<file path="src/rtl/instru_pkg.sv">
// Shared constants, state encoding and address helper for the instruction loader.
package instru_pkg;

  localparam int unsigned DefSize = 128;
  localparam logic [31:0] NopWord = 32'h0000_0013;

  typedef logic [1:0] state_t;

  localparam state_t StIdle  = 2'd0;
  localparam state_t StClear = 2'd1;
  localparam state_t StLoad  = 2'd2;
  localparam state_t StDone  = 2'd3;

  function automatic logic [31:0] idx2addr(input logic [31:0] idx);
    return {idx[29:0], 2'b00};
  endfunction

endpackage

</file>
<file path="src/rtl/byte_packer.sv">
// Little-endian 8->32 assembler; emits a one-cycle word pulse after lane 3 or a last byte.
module byte_packer (
  input  logic        clk,
  input  logic        rst_n,
  input  logic        clr,
  input  logic        in_valid,
  input  logic [7:0]  in_byte,
  input  logic        in_last,
  output logic        word_valid,
  output logic [31:0] word,
  output logic        word_last
);

  logic [1:0]  lane_q;
  logic [23:0] acc_q;
  logic [31:0] merged;

  // Upper lanes of acc_q are always zero, which gives the zero padding on an early last.
  always_comb begin
    merged = {8'h00, acc_q};
    merged[{lane_q, 3'b000} +: 8] = in_byte;
  end

  always_ff @(posedge clk) begin
    if (!rst_n || clr) begin
      lane_q     <= '0;
      acc_q      <= '0;
      word_valid <= 1'b0;
      word       <= '0;
      word_last  <= 1'b0;
    end else begin
      word_valid <= 1'b0;
      if (in_valid) begin
        if (lane_q == 2'd3 || in_last) begin
          word       <= merged;
          word_valid <= 1'b1;
          word_last  <= in_last;
          lane_q     <= '0;
          acc_q      <= '0;
        end else begin
          acc_q  <= merged[23:0];
          lane_q <= lane_q + 2'd1;
        end
      end
    end
  end

endmodule

</file>
<file path="src/rtl/instru_loader.sv">
// Clears the instruction memory to NOP, then loads a byte-streamed program word by word.
module instru_loader
  import instru_pkg::*;
#(
  parameter int unsigned SIZE = DefSize,
  parameter logic [31:0] NOP  = NopWord
) (
  input  logic                    clk,
  input  logic                    rst_n,
  input  logic                    start,
  input  logic [7:0]              byte_in,
  input  logic                    byte_valid,
  input  logic                    byte_last,
  output logic                    byte_ready,
  output logic                    wr_en,
  output logic [31:0]             wr_addr,
  output logic [31:0]             wr_data,
  output logic                    busy,
  output logic                    done,
  output logic                    overflow,
  output logic [$clog2(SIZE):0]   words_loaded
);

  localparam int unsigned IW = $clog2(SIZE) + 1;

  state_t        state_q, state_d;
  logic [IW-1:0] idx_q, idx_d;
  logic [IW-1:0] wl_q, wl_d;
  logic          ovf_q, ovf_d;

  logic          word_valid, word_last;
  logic [31:0]   word;
  logic          start_ok, accept, full, pk_valid;

  assign start_ok = start && (state_q == StIdle || state_q == StDone);
  assign accept   = byte_valid && byte_ready;
  // A word in flight already owns an index, so count it when deciding whether memory is full.
  assign full     = (idx_q + IW'(word_valid)) == IW'(SIZE);
  assign pk_valid = accept && !full;

  byte_packer u_packer (
    .clk        (clk),
    .rst_n      (rst_n),
    .clr        (start_ok),
    .in_valid   (pk_valid),
    .in_byte    (byte_in),
    .in_last    (byte_last),
    .word_valid (word_valid),
    .word       (word),
    .word_last  (word_last)
  );

  always_comb begin
    state_d = state_q;
    idx_d   = idx_q;
    wl_d    = wl_q;
    ovf_d   = ovf_q;
    case (state_q)
      StIdle, StDone: begin
        if (start) begin
          state_d = StClear;
          idx_d   = '0;
          wl_d    = '0;
          ovf_d   = 1'b0;
        end
      end
      StClear: begin
        if (idx_q == IW'(SIZE - 1)) begin
          state_d = StLoad;
          idx_d   = '0;
        end else begin
          idx_d = idx_q + IW'(1);
        end
      end
      StLoad: begin
        if (word_valid) begin
          idx_d = idx_q + IW'(1);
          if (wl_q != IW'(SIZE)) wl_d = wl_q + IW'(1);
          if (word_last) state_d = StDone;
        end
        if (accept && full) begin
          ovf_d = 1'b1;
          if (byte_last) state_d = StDone;
        end
      end
      default: state_d = StIdle;
    endcase
  end

  always_ff @(posedge clk) begin
    if (!rst_n) begin
      state_q <= StIdle;
      idx_q   <= '0;
      wl_q    <= '0;
      ovf_q   <= 1'b0;
    end else begin
      state_q <= state_d;
      idx_q   <= idx_d;
      wl_q    <= wl_d;
      ovf_q   <= ovf_d;
    end
  end

  always_comb begin
    byte_ready   = (state_q == StLoad);
    busy         = (state_q == StClear) || (state_q == StLoad);
    done         = (state_q == StDone);
    overflow     = ovf_q;
    words_loaded = wl_q;
    wr_en        = 1'b0;
    wr_addr      = '0;
    wr_data      = '0;
    if (state_q == StClear) begin
      wr_en   = 1'b1;
      wr_addr = idx2addr(32'(idx_q));
      wr_data = NOP;
    end else if (state_q == StLoad && word_valid) begin
      wr_en   = 1'b1;
      wr_addr = idx2addr(32'(idx_q));
      wr_data = word;
    end
  end

endmodule
</file>
<file path="config.mk">
export PLATFORM = sky130hd
export DESIGN_NAME = instru_loader
export DESIGN_NICKNAME = d
export VERILOG_FILES = /design/src/rtl/instru_pkg.sv /design/src/rtl/byte_packer.sv /design/src/rtl/instru_loader.sv
export SDC_FILE = /design/constraint.sdc
export NUM_CORES = 1
export LEC_CHECK = 0
export CORE_UTILIZATION = 35
export DETAILED_ROUTE_END_ITERATION = 8
export MAX_ROUTING_LAYER = met4
export PLACE_DENSITY = 0.6
export SLEW_MARGIN = 20
export SYNTH_ARGS = -nofsm -noshare
export SYNTH_HDL_FRONTEND = slang
export SYNTH_SLANG_ARGS = --single-unit
</file>
<file path="constraint.sdc">
create_clock -name clk -period 2.4 [get_ports clk]
set_input_delay 0.48 -clock clk [delete_from_list [all_inputs] [get_ports clk]]
set_output_delay 0.48 -clock clk [all_outputs]
set_load 0.005 [all_outputs]
</file>
**After elaboration in Yosys (flattened, before gate mapping)**

Cells that the tools add are included.

- Output and inout bits: 77
- Word-level logic and storage cells: 76
- Register bits after elaboration: 79

- Muxes and demuxes: 27
- Shift operators: 2
- $add $sub $neg: 5
- Reduce and logical (&&, ||, !) cells: 20
- Bitwise logic cells: 1
- Equality and inequality tests: 12

Operator list:

| cell | number |
|---|---|
| 2-to-1 mux 32 bit | 2 |
| 2-to-1 mux 8 bit | 5 |
| bitwise mux 32 bit | 1 |
| variable shift 8 x 7 -> 32 bit, first input constant | 1 |
| indexed part select 8 x 7 -> 32 bit | 1 |
| 2-to-1 mux 24 bit | 1 |
| one-hot mux 8 bit (3 select lines) | 1 |
| 2-to-1 mux 10 bit | 2 |
| adder 8 x 1 -> 8 bit, second input constant | 2 |
| one-hot mux 8 bit (2 select lines) | 1 |
| 2-to-1 mux 2 bit | 7 |
| adder 8 x 1 -> 8 bit | 1 |
| equality test 8 x 7 -> 1 bit, second input constant | 1 |
| equality test 8 bit, second input constant | 1 |
| != test 8 bit, second input constant | 1 |
| negation 5 -> 7 bit | 1 |
| equality test 2 bit, second input constant | 3 |
| != test 2 x 1 -> 1 bit, second input constant | 3 |
| one-hot mux 2 bit (3 select lines) | 1 |
| AND reduction 2 bit | 3 |
| logical AND 1 bit | 5 |
| 2-to-1 mux 1 bit | 5 |
| logical OR 1 bit | 4 |
| != test 2 bit, second input constant | 2 |
| other kinds (10) | 12 |

**Longest topological paths before layout**

- Depth after elaboration: 6
- Depth in mapped cells: 9
- Gate-level depth less buffers: 7

**By module**

From an unflattened synthesis, not the netlist that was laid out.

- Cells, all modules: 468
- Area total of the unflattened synthesis: 4098.9 um^2

Modules (own cells, without submodules):

| module | instances | cells each | area an instance (um^2) | sequential area each (um^2) |
|---|---|---|---|---|
| byte_packer | 1 | 241 | 2393.5 | 1201.2 |
| instru_loader | 1 | 227 | 1705.4 | 380.4 |

**Worst setup path after synthesis**

Ideal clock, no wire load.

- Path kind: flip-flop to flip-flop
- Start: register state_q[0]
- End: register u_packer.word[24]
- Library setup time: 0.074 ns
- Required time: 2.326 ns
- Cell stages (with the launch flop): 8
- Arrival: 1.986 ns
- Buffers on the path: 0
- Setup slack: 0.340 ns
- Path through: dfxtp_1 > inv_1 > ha_1 > nand2_1 > nand2_2 > nor4_1 > nand3_1 > o21ai_0

- Longest elaborated chain between the ends: 4

Ends and longest elaborated chain:

| element | RTL line | RTL |
|---|---|---|
| start: declaration | instru_loader.sv:26 | `state_t state_q, state_d;` |
| start signal: assignment | instru_loader.sv:92 | `state_q <= StIdle;` |
| start signal: assignment | instru_loader.sv:97 | `state_q <= state_d;` |
| equality test 2 bit, or another cell as far along | instru_loader.sv:105 | `byte_ready = (state_q == StLoad);` |
| logical AND 1 bit / logical OR 1 bit (equally long branches) | instru_loader.sv:36, instru_loader.sv:35 |  |
| logical AND 1 bit (on tied branches) | instru_loader.sv:39, instru_loader.sv:35 |  |
| AND reduction 2 bit (no line) / logical OR 1 bit (equally long branches) | - |  |
| end signal: assignment | byte_packer.sv:35 | `word <= merged;` |
| end: declaration | byte_packer.sv:10 | `output logic [31:0] word,` |

Several ways; a longest one is shown, not always the timed one.
A chain may end at the register's enable or synchronous reset.

**Worst setup path in the final report**

- Start: register state_q[0]
- End: output wr_addr[9]

- Longest elaborated chain between the ends: 4

Ends and longest elaborated chain:

| element | RTL line | RTL |
|---|---|---|
| equality test 2 bit | instru_loader.sv:117 | `end else if (state_q == StLoad && word_valid) begin` |
| logical AND 1 bit | instru_loader.sv:117 |  |
| 2-to-1 mux 10 bit | instru_loader.sv:117 |  |
| 2-to-1 mux 10 bit * | instru_loader.sv:113 | `if (state_q == StClear) begin` |
| end: declaration | instru_loader.sv:16 | `output logic [31:0] wr_addr,` |

Every way passes the cells marked *; elsewhere a longest branch is shown, timed or not.

==> results.ini <==
[placement]
dp_hpwl_mm=7.20
port_buffers=65
gp_congestion=0.821
placed_area_um2=5120

[die]
die_w_um=114
die_height_um=114
io_pins=90
start_util_pct=36.1
die-area_um2=12900
fp-row-count=40
core_um2=12100

[cells_and_area]
final_cell_area_um2=5660
n_antenna_cell=0
area_delta_synth_final_pct=29.8
drive_above_1_share_pct=14.1
layout.nets=639

[grt]
antenna_found_initial=0
grt_pass1_wl_mm=17.2
grt_usage_pct=17.2
grt.overflow.total=0
grt_max_degree=65
grt_pass1_vias=3510

[sta]
slew_headroom_pct=51.1
post-route-min-period_ns=2.39
worst_clock_skew_ns=0.00811
tns_ns=0
timing.hold.ws_ns=0.453
fmax_mhz=419
slew_violations=0
rsz0062_at_grt=true
finalHoldViolations=0
setup_viol=0
worst_slew_pin_slew_ns=0.728
finalCritPeriodShare_pct=99.6

[power_and_ir_drop]
irDropWorstVdd_uv=250
power_mw=3.04
p_leak_nw=2.43
power_density_nw_per_um2=537

[cts]
cts_hold_buf=0
root_buffer=clkbuf_16
clk_latency_ns=0.33
clock-sinks=79
htree_levels=3
clk_pin_slew_ns=0.06
clk_path_buf_depth=2
numCtsBuffers=9
cts_tree=yes

[yosys]
seq_area_frac_synth_pct=36.3
synth_top_area_share_pct=36.3
synthTopCellsByArea=dfxtp_1 36%, nand3_1 7.7%, o21ai_0 7.4%
synth_area_um2=4360
yosysMostFrequentCell=dfxtp_1
synthCells=546
async_flop_share_pct=0
synthTopCellsByCount=79 x dfxtp_1, 74 x nand2_1, 67 x nand3_1
ys.flop_type=dfxtp_1
yosys.area.top_type=dfxtp_1
syn_avg_cell_area_um2=7.98
ys_warn_count=0
yosys_register_bits=79
synthDistinctLibCells=51
synth_edf_count=0

[setup_path]
arrival_ns=1.91
reg2reg_to=u_packer.acc_q[9]
crit_fanout=17
regToRegSetupSlack_ns=0.35
r2r_start=u_packer.word_valid
rr_worst_depth=8
required_ns=1.92
worst_setup_path_end_kind=primary output
worstSetupStartpointType=flip-flop
critical_path_class=flip-flop to primary output

[flow_run]
cap_violations=0

[min_path]
hp-start=u_packer.word[6]
hold_class=flip-flop to flip-flop
hold_end=u_packer.word[6]
whs_path_depth=2

[detailed_routing]
via_count=3870
wl_per_cell_um=13.6
drc=0
firstDrtPassIters=6
final_antenna_net_count=0
dr.first_iter.drc_count=268
vias_per_cell=4.92
wirelength_mm=10.7

[status]
outcome=complete, no violations

-- worst max-delay path, cell delays in order, from the launching register on --
cell and delay [ns]:
dfxtp_4 0.36, inv_2 0.07, ha_4 0.16, buf_12 0.15, a21oi_1 0.06, buf_4 0.16
nor2b_1 0.11, clkdlybuf4s50_1 0.50
-- through the flow --
step | std cells | util [%] | setup slack [ns]
CTS | 780 | 45.8 | -0.0802
global route | 786 | 46.9 | -0.0800
global placement | 758 | 42.5 | 0.223
floorplan | 569 | - | 0.340
detailed placement | 758 | 42.5 | 0.217
finish | 786 | 46.9 | 0.0107
-- registers in the layout, indices dropped and copies added, names as in the netlist --
register             flops
u_packer.word           32
u_packer.acc_q          24
idx_q                    8
words_loaded             8
state_q                  2
u_packer.lane_q          2
overflow                 1
u_packer.word_last       1
u_packer.word_valid      1
-- metal layers --
layer / track usage, % / wire length (µm)
met5: - / 0
met4: 5.61 / 180
met3: 2.76 / 364
met2: 27.9 / 5100
met1: 21.9 / 5060
-- area by class of cell --
cell class | instances | area, µm²
clock buffer | 9 | 225
sequential | 79 | 1590
timing repair buffer | 91 | 986
clock inverter | 7 | 81.3
inverter | 34 | 128
fill | 1179 | 6410
tap | 168 | 210
multi-input combinational | 398 | 2440
-- how the worst max path moves through the flow --
| stage | slack, ns | from | cells past startpoint | endpoint |
|---|---|---|---|---|
| finish | 0.01 | state_q[0] | 7 | wr_addr[9] |
| global route | -0.08 | state_q[0] | 7 | wr_addr[9] |
| CTS | -0.08 | state_q[0] | 7 | wr_data[16] |
| detailed placement | 0.22 | state_q[1] | 6 | wr_data[12] |
| global placement | 0.22 | state_q[1] | 6 | wr_data[14] |
| floorplan | 0.34 | state_q[0] | 7 | u_packer.word[24] |
-- repair_timing --
| action | in CTS | in global routing |
|---|---|---|
| endpoints found under the setup margin | 38 | 23 |
| resized for setup | 28 | 47 |
| gates cloned | 1 | 1 |
| buffers inserted | 5 | 5 |
| pin swaps | 0 | 1 |
-- cells by family after synthesis --
logic type / after synthesis / share of synthesized area (%)
muxes: 1 / 0.230
and+or+nand+nor: 229 / 26.2
adders and majority gates: 13 / 3.73
AOI/OAI and AO/OA: 121 / 20.7
other: 1 / 0.0861
DFF: 79 / 36.3
xor gates and xnor gates: 10 / 2.01
buffers and inverters: 92 / 10.7
-- cells in the final DEF, fill, tap and decap left out, drive strengths merged, types with 7 or more instances in the layout --
| cell type | synthesis | layout |
|---|---|---|
| clkdlybuf4s50 | 0 | 28 |
| dlymetal6s2s | 0 | 22 |
| ha | 13 | 13 |
| clkdlybuf4s15 | 0 | 13 |
| nand3 | 67 | 67 |
| dfxtp | 79 | 79 |
| o31ai | 25 | 25 |
| and2 | 31 | 31 |
| nor2b | 13 | 13 |
| clkbuf | 20 | 12 |
| inv | 34 | 36 |
| conb | 1 | 24 |
| xor2 | 7 | 7 |
| o21ai | 65 | 65 |
| nand2 | 75 | 75 |
| buf | 38 | 25 |
| nor2 | 21 | 21 |
-- report_power, final --
part	internal, mW	switching [mW]
logic	0.120	0.184
clock network	0.820	0.580
registers	1.32	0.0114
Note: power is estimated with default switching activity, not from simulation.
